===== config.mk =====
export PLATFORM = sky130hd
export DESIGN_NAME = seven_seg_scan_mux
export DESIGN_NICKNAME = d
export VERILOG_FILES = /design/src/rtl/seven_seg_scan_mux.sv
export SDC_FILE = /design/constraint.sdc
export NUM_CORES = 1
export LEC_CHECK = 0
export ABC_AREA = 1
export CAP_MARGIN = 20
export CORE_UTILIZATION = 47
export DETAILED_ROUTE_END_ITERATION = 10
export PLACE_DENSITY = 0.75
export REMOVE_ABC_BUFFERS = 1
export SLEW_MARGIN = 20
export SYNTH_ARGS = -nofsm -noshare
export SYNTH_HDL_FRONTEND = slang
export SYNTH_SLANG_ARGS = --single-unit

===== constraint.sdc =====
create_clock -name base_scan_clock -period 1.9 [get_ports base_scan_clock]
set_input_delay 0.19 -clock base_scan_clock [delete_from_list [all_inputs] [get_ports base_scan_clock]]
set_output_delay 0.19 -clock base_scan_clock [all_outputs]
set_load 0.01 [all_outputs]

===== src/rtl/seven_seg_scan_mux.sv =====
// Multiplexed seven-segment driver: round-robin digit scan with PWM dimming,
// de-ghost dark sub-slot, leading-zero blanking and frame-synchronous input capture.
module seven_seg_scan_mux #(
  parameter int DIGITS         = 4,
  parameter int DIM_BITS       = 3,
  parameter bit ACTIVE_LOW_AN  = 1'b1,
  parameter bit ACTIVE_LOW_SEG = 1'b1
) (
  input  logic                  base_scan_clock,
  input  logic                  RESETn,
  input  logic                  enable,
  input  logic [4*DIGITS-1:0]   digit_data,
  input  logic [DIGITS-1:0]     dp_in,
  input  logic                  blank_lz,
  input  logic [DIM_BITS-1:0]   brightness,
  output logic [DIGITS-1:0]     scan_out,
  output logic [6:0]            seg_out,
  output logic                  dp_out,
  output logic                  frame_done
);

  localparam int                  SEL_W    = (DIGITS > 1) ? $clog2(DIGITS) : 1;
  localparam logic [DIM_BITS-1:0] SUB_MAX  = {DIM_BITS{1'b1}};
  localparam logic [SEL_W-1:0]    SEL_LAST = SEL_W'(DIGITS - 1);
  localparam logic [DIGITS-1:0]   AN_INV   = {DIGITS{ACTIVE_LOW_AN}};
  localparam logic [6:0]          SEG_INV  = {7{ACTIVE_LOW_SEG}};

  logic [DIM_BITS-1:0] sub_q, sub_d;
  logic [SEL_W-1:0]    sel_q, sel_d;
  logic [4*DIGITS-1:0] data_sh_q, data_sh_d;
  logic [DIGITS-1:0]   dp_sh_q, dp_sh_d;
  logic                blz_sh_q, blz_sh_d;
  logic [DIM_BITS-1:0] bright_sh_q, bright_sh_d;
  logic                primed_q, primed_d;
  logic [DIGITS-1:0]   scan_q, scan_d;
  logic [6:0]          seg_q, seg_d;
  logic                dp_q, dp_d;
  logic                frame_done_q, frame_done_d;

  logic [3:0] nib;
  logic       dp_sel;
  logic       blank_sel;
  logic       upper_zero;
  logic       wrap;
  logic       on;
  logic [6:0] seg_lit;

  // Pick the selected digit's shadowed nibble/dp and decide whether it is a
  // leading zero: blanked when it and every nibble above it are zero.
  always_comb begin
    nib        = 4'h0;
    dp_sel     = 1'b0;
    blank_sel  = 1'b0;
    upper_zero = 1'b1;
    for (int k = DIGITS - 1; k >= 0; k--) begin
      upper_zero = upper_zero && (data_sh_q[4*k +: 4] == 4'h0);
      if (sel_q == SEL_W'(k)) begin
        nib       = data_sh_q[4*k +: 4];
        dp_sel    = dp_sh_q[k];
        blank_sel = blz_sh_q && (k != 0) && upper_zero;
      end
    end
  end

  always_comb begin
    seg_lit = 7'b0000000;
    case (nib)
      4'h0: seg_lit = 7'b0111111;
      4'h1: seg_lit = 7'b0000110;
      4'h2: seg_lit = 7'b1011011;
      4'h3: seg_lit = 7'b1001111;
      4'h4: seg_lit = 7'b1100110;
      4'h5: seg_lit = 7'b1101101;
      4'h6: seg_lit = 7'b1111101;
      4'h7: seg_lit = 7'b0000111;
      4'h8: seg_lit = 7'b1111111;
      4'h9: seg_lit = 7'b1101111;
      4'hA: seg_lit = 7'b1110111;
      4'hB: seg_lit = 7'b1111100;
      4'hC: seg_lit = 7'b0111001;
      4'hD: seg_lit = 7'b1011110;
      4'hE: seg_lit = 7'b1111001;
      4'hF: seg_lit = 7'b1110001;
      default: seg_lit = 7'b0000000;
    endcase
  end

  always_comb begin
    sub_d        = sub_q;
    sel_d        = sel_q;
    data_sh_d    = data_sh_q;
    dp_sh_d      = dp_sh_q;
    blz_sh_d     = blz_sh_q;
    bright_sh_d  = bright_sh_q;
    primed_d     = primed_q;
    frame_done_d = 1'b0;
    wrap         = (sub_q == SUB_MAX) && (sel_q == SEL_LAST);

    // Sub-slot 0 is always dark so the anode switch never ghosts segments.
    on = enable && (sub_q != '0) && (sub_q <= bright_sh_q) && !blank_sel;

    if (enable) begin
      sub_d = sub_q + DIM_BITS'(1);
      if (sub_q == SUB_MAX) begin
        sel_d = (sel_q == SEL_LAST) ? '0 : sel_q + SEL_W'(1);
      end
      // Shadows change only at frame boundaries (or once at priming) so a
      // frame never mixes old and new input values.
      if (!primed_q || wrap) begin
        data_sh_d   = digit_data;
        dp_sh_d     = dp_in;
        blz_sh_d    = blank_lz;
        bright_sh_d = brightness;
      end
      primed_d     = 1'b1;
      frame_done_d = wrap;
    end

    scan_d = (on ? (DIGITS'(1) << sel_q) : '0) ^ AN_INV;
    seg_d  = (on ? seg_lit : 7'b0000000) ^ SEG_INV;
    dp_d   = (on && dp_sel) ^ ACTIVE_LOW_SEG;
  end

  always_ff @(posedge base_scan_clock or posedge RESETn) begin
    if (RESETn) begin
      sub_q        <= '0;
      sel_q        <= '0;
      data_sh_q    <= '0;
      dp_sh_q      <= '0;
      blz_sh_q     <= 1'b0;
      bright_sh_q  <= '0;
      primed_q     <= 1'b0;
      scan_q       <= AN_INV;
      seg_q        <= SEG_INV;
      dp_q         <= ACTIVE_LOW_SEG;
      frame_done_q <= 1'b0;
    end else begin
      sub_q        <= sub_d;
      sel_q        <= sel_d;
      data_sh_q    <= data_sh_d;
      dp_sh_q      <= dp_sh_d;
      blz_sh_q     <= blz_sh_d;
      bright_sh_q  <= bright_sh_d;
      primed_q     <= primed_d;
      scan_q       <= scan_d;
      seg_q        <= seg_d;
      dp_q         <= dp_d;
      frame_done_q <= frame_done_d;
    end
  end

  assign scan_out   = scan_q;
  assign seg_out    = seg_q;
  assign dp_out     = dp_q;
  assign frame_done = frame_done_q;

endmodule


**Yosys cells after proc, flatten, opt, wreduce, memory -nomap -nowiden**

Memory sizes are Yosys's and may differ from the RTL's.
Cells that the tools add are included.

- Register bits: 43
- Input bits: 27
- Output and inout port bits: 13
- Memories: 1
- Bits in read-only memories: 112
- Logic and storage cells: 59

Memories:

| memory | depth | width | rd ports | clocked after Yosys merged registers in | wr ports | RTL line | RTL |
|---|---|---|---|---|---|---|---|
| (no name shown) | 16 | 7 | 1 | 0 | 0 | 67 | `case (nib)` |

- Add/subtract/negate cells: 2
- Muxes and demuxes: 16
- Equal/unequal tests: 4
- Shift operators: 1
- Reduce and logical (&&, ||, !) cells: 20
- Bitwise logic cells: 3
- $lt $le $gt $ge: 1

Operators with widths:

| kind | number |
|---|---|
| $mux 4 | 5 |
| $logic_not 4->1 | 3 |
| $logic_and 1x1->1 | 10 |
| $mux 1 | 9 |
| $mux 7 | 1 |
| $not 7->7 | 1 |
| $eq 2x2->1 const B | 2 |
| $not 4->4 | 1 |
| $reduce_and 2->1 | 2 |
| $shl 1x2->4 const A | 1 |
| $add 3x1->3 const B | 1 |
| $eq 3x3->1 const B | 1 |
| $le 3x3->1 | 1 |
| $reduce_bool 3->1 | 1 |
| $add 2x1->2 const B | 1 |
| $eq 2x1->1 const B | 1 |
| $logic_not 1->1 | 2 |
| $logic_not 2->1 | 1 |
| $mux 2 | 1 |
| $logic_or 1x1->1 | 1 |
| $not 1->1 | 1 |

**Depth between registers and ports, before layout**

Gate-level depths: netlist of run 1.

- Depth in word-level cells: 10
- Gate-level depth with buffers: 14
- Depth with buffers taken out: 14

**Worst setup path after synthesis of run 1**

No wires, ideal clock.

- Path type: register to register
- From: reg sel_q[0]
- To: reg seg_q[3] (netlist: seg_out[3])
- Library setup time: 84 ps
- Data required time: 1816 ps
- Setup slack: 80 ps
- Stages on the path, launching flop included: 12
- Arrival time: 1735 ps
- Period minus slack after synthesis: 1820 ps
- Path through: dfrtp_1 inv_1 ha_1 inv_2 nand3_1 nand2_1 a21boi_1 ha_1 inv_1 nand2_1 nand3_1 nand3_1

- Cells in the longest elaborated chain, start to end: 9
- Elaborated cells on any way between the ends: 17
- Those cells by class: 3 x eq/ne; 9 x mux; 1 x bitwise; 3 x reduce/logical; 1 x memory

Ends and longest elaborated chain:

| item | RTL line | RTL |
|---|---|---|
| from (decl) | 29 | `logic [SEL_W-1:0] sel_q, sel_d;` |
| from (signal assigned) | 139 | `sel_q <= sel_d;` |
| branches (longest 7 deep; another with $mem_v2 16x7) | -- |  |
| $mux 7 (*) | 120 | `seg_d = (on ? seg_lit : 7'b0000000) ^ SEG_INV;` |
| $not 7->7 (no source line) (*) | -- |  |
| named net seg_d[3] | 36 | `logic [6:0] seg_q, seg_d;` |
| to (signal assigned) | 146 | `seg_q <= seg_d;` |
| to (decl) | 36 |  |

Mark *: on every way through the listed nets, which the timed path passes.
A chain may end at the register's enable or synchronous reset.

**Final worst setup path of run 1**

- From: reg sub_q[0]
- To: reg data_sh_q[11]

- Cells in the longest elaborated chain, start to end: 4

Ends and longest elaborated chain:

| item | RTL line | RTL |
|---|---|---|
| from (decl) | 28 | `logic [DIM_BITS-1:0] sub_q, sub_d;` |
| from (signal assigned) | 138 | `sub_q <= sub_d;` |
| $eq 3x3->1 | 97 | `wrap = (sub_q == SUB_MAX) && (sel_q == SEL_LAST);` |
| $logic_and 1x1->1 | 97 |  |
| $logic_or 1x1->1 | 109 | `if (!primed_q \|\| wrap) begin` |
| $reduce_and 2->1 (no source line) | -- |  |
| to (signal assigned) | 140 | `data_sh_q <= data_sh_d;` |
| to (decl) | 30 | `logic [4*DIGITS-1:0] data_sh_q, data_sh_d;` |

Every way passes these cells.

==> results_dict.tcl, run 1 <==
set metrics [dict create \
    final_common_cell "nand2_1" \
    cap_violations 0 \
    antenna_found_initial 0 \
    seq_area_frac_synth 0.4737 \
    cp.required_ns 2.08 \
    tightest_slew_ns 0.5353 \
    syn_area_um2 2303 \
    slew_violations 0 \
    vias_per_cell 4.732 \
    critPathCaptureType "register" \
    ys_top_cells_by_area "dfrtp_1 (34%), dfstp_2 (14%), nand2_1 (9.9%)" \
    cts_inserted_buffers 5 \
    leakage_nw 1.447 \
    clk_pin_slew_worst_paths_ns 0.08 \
    synth_warnings 0 \
    finalClockSkew_ns 0.009185 \
    finalWorstSetupSlack_ns 0.1067 \
    hold_class "primary input to asynchronous set/reset pin" \
    track_usage 0.1885 \
    dp_worst_setup_slack_ns -0.0003468 \
    vdd_drop_max_mv 0.6767 \
    yosys.area.top_type "dfrtp_1" \
    start_kind "register" \
    hold_violations 0 \
    crit_type "register to register" \
    rows 25 \
    intPower_mw 2.842 \
    tritoncts "built" \
    syn_area_per_cell_um2 9.288 \
    setup_viol 0 \
    nets 345 \
    start_util 0.4877 \
    power_density_nw_per_um2 1640 \
    status "finished clean" \
    core_um2 4723 \
    globalplace.congestion 0.8604 \
    cp_max_fo 30 \
    cts_root_buf "clkbuf_8" \
    synthToLayoutAreaGrowth_pct 28.63 \
    fin_setup_tns_ns 0 \
    maxClockFrequency_ghz 0.5576 \
    drt_wl_total_um 4333 \
    syn_inst 248 \
    pwr-share-seq 0.328 \
    cts_hold_buf 0 \
    dieWidth_um 72.01 \
    nFillCells 404 \
    switchingPower_mw 2.016 \
    drive_above_1_share 0.2277 \
    cts_buffer_depth 2 \
    num_vias 1751 \
    mostFrequentLayoutCells "nand2_1 (61), clkdlybuf4s50_1 (39), dfrtp_1 (30)" \
    boundaryPins 40 \
    grt_max_degree 44 \
    diodes 0 \
    grt_pass1_vias 1710 \
    overflow 0 \
    cts.sinks 43 \
    drcViolationCount 0 \
    multi_input_area_um2 1071 \
    comb_power_share 0.557 \
    synth_top_area_frac 0.3368 \
    slew_headroom 0.6431 \
    io_buffers 39 \
    area.sequential_um2 1092 \
    swShare 0.4150 \
    die_area_um2 5185 \
    fp.dieH_um 72.01 \
    hpwl_um 3182 \
    yosysUniqueCellTypes 28 \
    rsz0062_at_grt "yes" \
    drtPass1Iterations 4 \
    drtIter0Drc 109 \
    fin_util 0.6273 \
    h-tree-depth 2 \
    ant_nets 0 \
    period_needed_ns 1.793 \
    worstPathArrival_ns 1.98 \
    grt_pass1_wl_um 7548 \
    p_clk_frac 0.115 \
    wl_per_cell_um 11.71 \
    finalCritPeriodShare 0.9439 \
    clk_latency_ns 0.30 \
    synth-seq-cells 43 \
]
-- through the flow --
stage / cells / instance area [um2] / total power [mW] / hold WS (ns)
finish: 370 / 2963 / 4.858 / 0.3327
global route: 370 / 2963 / 5.309 / 0.3905
CTS: 368 / 2893 / 4.699 / 0.3541
detailed placement: 360 / 2806 / 4.123 / 0.4886
global placement: 360 / 2806 / 4.035 / 0.4822
floorplan: 241 / 2222 / 3.282 / 0.2810
-- cells by family (layout without fill, tap and decap cells) --
kind of cell	Yosys count	count (layout)	synth area share
flip-flops	43	43	0.4737
multiplexers	12	12	0.06681
XOR/XNOR	1	1	0.003803
AO/OA/AOI/OAI	33	33	0.08528
AND/OR/NAND/NOR	106	106	0.1977
buffers and inverters	37	92	0.08582
adder cells (fa/ha/maj)	16	16	0.08691
-- area by class of cell --
class,instances,share of cell area
sequential,43,0.3687
tap,67,0.02829
clock buffer,6,0.02449
timing repair buffer,54,0.1740
clock inverter,2,0.002956
multi-input combinational,168,0.3615
inverter,30,0.04012
-- worst paths after layout --
kind                          slack, ns       endpoint  depth (start not counted)           from
min reg2reg                        0.50       sub_q[0]                          1       sub_q[0]
max reg2reg                        0.11  data_sh_q[11]                          7       sub_q[0]
min in group base_scan_clock       0.46   data_sh_q[9]                          3  digit_data[9]
max in group asynchronous          1.18       sel_q[0]                          3         RESETn
max                                0.11  data_sh_q[11]                          7       sub_q[0]
min                                0.33   data_sh_q[0]                          3         RESETn
-- registers in the layout, indices dropped and copies added (netlist names) --
name         count
blz_sh_q         1
bright_sh_q      3
frame_done       1
sub_q            3
primed_q         1
dp_out           1
scan_out         4
data_sh_q       16
sel_q            2
dp_sh_q          4
seg_out          7
-- critical path, stage by stage, from the launching register on --
cell and delay, ns:
dfrtp_1 0.41, ha_1 0.21, ha_1 0.22, nand2_4 0.09
nor2_4 0.05, a21oi_4 0.14, buf_12 0.20, mux2_2 0.34
-- repair_timing --
item / in CTS / in global routing
gates resized for setup: 2 / 13
endpoints found under the setup margin: 3 / 7
pin swaps: 0 / 1
buffers inserted: 0 / 2
-- layer usage --
layer / global-route usage / routed length, um / up-vias
met5: 0 / 0 / -
li1: - / - / 896
met1: 0.2310 / 1970 / 808
met3: 0.03889 / 138 / 6
met4: 0.07843 / 70 / 0
met2: 0.3249 / 2154 / 41
-- cells in the mapped netlist (all sizes together) --
cell type	count
buf	7
a21oi	24
inv	29
nand2	65
ha	16
a21boi	1
nand3	20
nor2	18
or2	1
dfrtp	31
o21ai	7
nor3	2
xor2	1
clkinv	1
mux2	12
dfstp	12
a22oi	1
-- power by group through the flow --
stage               logic (mW)  registers (mW)  clock network [mW]
global placement          2.45            1.58                   0
floorplan                 1.70            1.58                   0
global route              3.06            1.63               0.614
finish                    2.71            1.59               0.560
detailed placement        2.53            1.60                   0
CTS                       2.55            1.58               0.571
Note: power is estimated with default switching activity, not from simulation.
==> inputs of run 2 (changes only) <==
CORE_UTILIZATION = 36   (was 47)
PLACE_DENSITY = unset   (was 0.75)
==> run 2 against run 1 <==
  * Flip-flop and latch count is the same
  * Hold slack gained 0.0050 ns
  * Power grew 1.1%
  * Cell area grew 0.68%
  * Largest cell class is now multi-input combinational cells
==> results_dict.tcl, run 2 (synthesized netlist as in run 1, its figures left out) <==
set metrics [dict create \
    synthToLayoutAreaGrowth_pct 29.49 \
    cp_max_fo 31 \
    rrSetupSlack_ns 0.11 \
    largest_register_ffs 16 \
    dp_cells 366 \
    critical_path_buf_inv_count 1 \
    grt_pass1_wl_um 7707 \
    boundaryPins 40 \
    leakage_nw 1.429 \
    vdd_drop_max_mv 0.6960 \
    vias_per_cell 4.587 \
    hold_class "primary input to asynchronous set/reset pin" \
    cts_root_buf "clkbuf_8" \
    core_um2 6061 \
    fin_cells 375 \
    tritoncts "built" \
    fin_util 0.4922 \
    period_needed_ns 1.793 \
    globalplace.congestion 0.7958 \
    dieWidth_um 81.99 \
    drtPass1Iterations 5 \
    worstSetupStartpoint "sub_q[0]" \
    critPathCaptureType "register" \
    start_util 0.3801 \
    nets 342 \
    path_cells "ha_1 > ha_1 > nand2_4 > nor2_4 > a21oi_4 > buf_12 > mux2_2" \
    drtIter0Drc 59 \
    io_buffers 39 \
    status "finished clean" \
    finalCritPeriodShare 0.9438 \
    fp.dieH_um 81.99 \
    worstPathArrival_ns 1.97 \
    worstReg2RegStart "sub_q[0]" \
    grt_max_degree 44 \
    swShare 0.4160 \
    ant_nets 0 \
    intPower_mw 2.869 \
    path_delay_family "adder cells" \
    overflow 0 \
    critPathCapture "blz_sh_q" \
    num_vias 1720 \
    cts_inserted_buffers 5 \
    mostFrequentLayoutCells "nand2_1 (59), clkdlybuf4s50_1 (39), dfrtp_1 (29)" \
    diodes 0 \
    h-tree-depth 2 \
    pwr-share-seq 0.331 \
    wl_per_cell_um 12.28 \
    r2r_cells 7 \
    antenna_found_initial 0 \
    grt_pass1_vias 1779 \
    nFillCells 593 \
    maxClockFrequency_ghz 0.5577 \
    comb_power_share 0.556 \
    cpMaxStageDelayCell "dfrtp_1" \
    track_usage 0.1536 \
    tightest_slew_ns 0.5437 \
    cp.required_ns 2.08 \
    cap_violations 0 \
    hpwl_um 3226 \
    drt_wl_total_um 4605 \
    critPathMaxStageDelay_ns 0.41 \
    drcViolationCount 0 \
    slew_headroom 0.6376 \
    cp.depth 7 \
    p_clk_frac 0.113 \
    power_density_nw_per_um2 1647 \
    clk_latency_ns 0.29 \
    final_common_cell "nand2_1" \
    drive_above_1_share 0.2367 \
    cts_buffer_depth 2 \
    cp_common_cell "ha_1" \
    switchingPower_mw 2.043 \
    hold_violations 0 \
    cts.sinks 43 \
    stdcell_area_um2 2983 \
    placed_area_um2 2801 \
    crit_type "register to register" \
    start_kind "register" \
    top_register "data_sh_q" \
    rows 28 \
    clk_pin_slew_worst_paths_ns 0.08 \
    slew_violations 0 \
    die_area_um2 6722 \
    setup_viol 0 \
    r2r_end "blz_sh_q" \
    finalClockSkew_ns 0.003034 \
]
[run 2: tightest hold or removal path: cells and delay by family]
kind | cells | cell delay (ns)
buf+inv | 3 | 0.90
[run 2: timing repair]
item,in CTS,in global routing
pin swaps,0,5
endpoints found under the setup margin,3,6
gates resized for setup,5,19
setup buffers,0,1
hold buffers,0,0
[run 2: worst min path at each step]
stage,from,end,slack [ns],cells after the start
after floorplan,enable,sub_q[0],0.28,1
after global placement,primed_q,primed_q,0.48,2
after detailed placement,sub_q[0],sub_q[0],0.49,1
after CTS,RESETn,bright_sh_q[1],0.35,3
after global routing,RESETn,bright_sh_q[0],0.40,3
final,RESETn,bright_sh_q[1],0.34,3
[run 2: layout make-up]
type                    instances  area, um2  share of cell area
repair buffers                 51      496.7              0.1665
clock buffers                   8      80.08             0.02685
well taps                      75      93.84             0.03146
flip-flops and latches         43       1094              0.3666
multi-input cells             168       1097              0.3679
inverters                      30      121.4             0.04069
[run 2: routing by layer]
layer / vias up / track usage / wire length [um]
met5: - / 0 / 0
met4: 0 / 0.08596 / 122
met3: 14 / 0.03000 / 196
met2: 53 / 0.2455 / 2098
met1: 760 / 0.1932 / 2187
li1: 893 / - / -
[run 2: through the flow]
| step | total power [mW] | setup slack, ns | hold slack (ns) | TNS, ns |
|---|---|---|---|---|
| after floorplan | 3.282 | -0.1024 | 0.2810 | -0.9532 |
| after global placement | 4.035 | -0.06512 | 0.4769 | -0.1244 |
| after detailed placement | 4.097 | -0.08908 | 0.4930 | -0.1878 |
| after CTS | 4.709 | 0.006906 | 0.3537 | 0 |
| after global routing | 5.430 | -0.005711 | 0.3975 | -0.01374 |
| final | 4.913 | 0.1069 | 0.3376 | 0 |
[run 2: power groups by stage]
stage               registers [mW]  clock network [mW]  logic (mW)
CTS                           1.58               0.580        2.55
global route                  1.68               0.629        3.12
finish                        1.62               0.555        2.73
detailed placement            1.60                   0        2.50
floorplan                     1.58                   0        1.70
global placement              1.59                   0        2.45
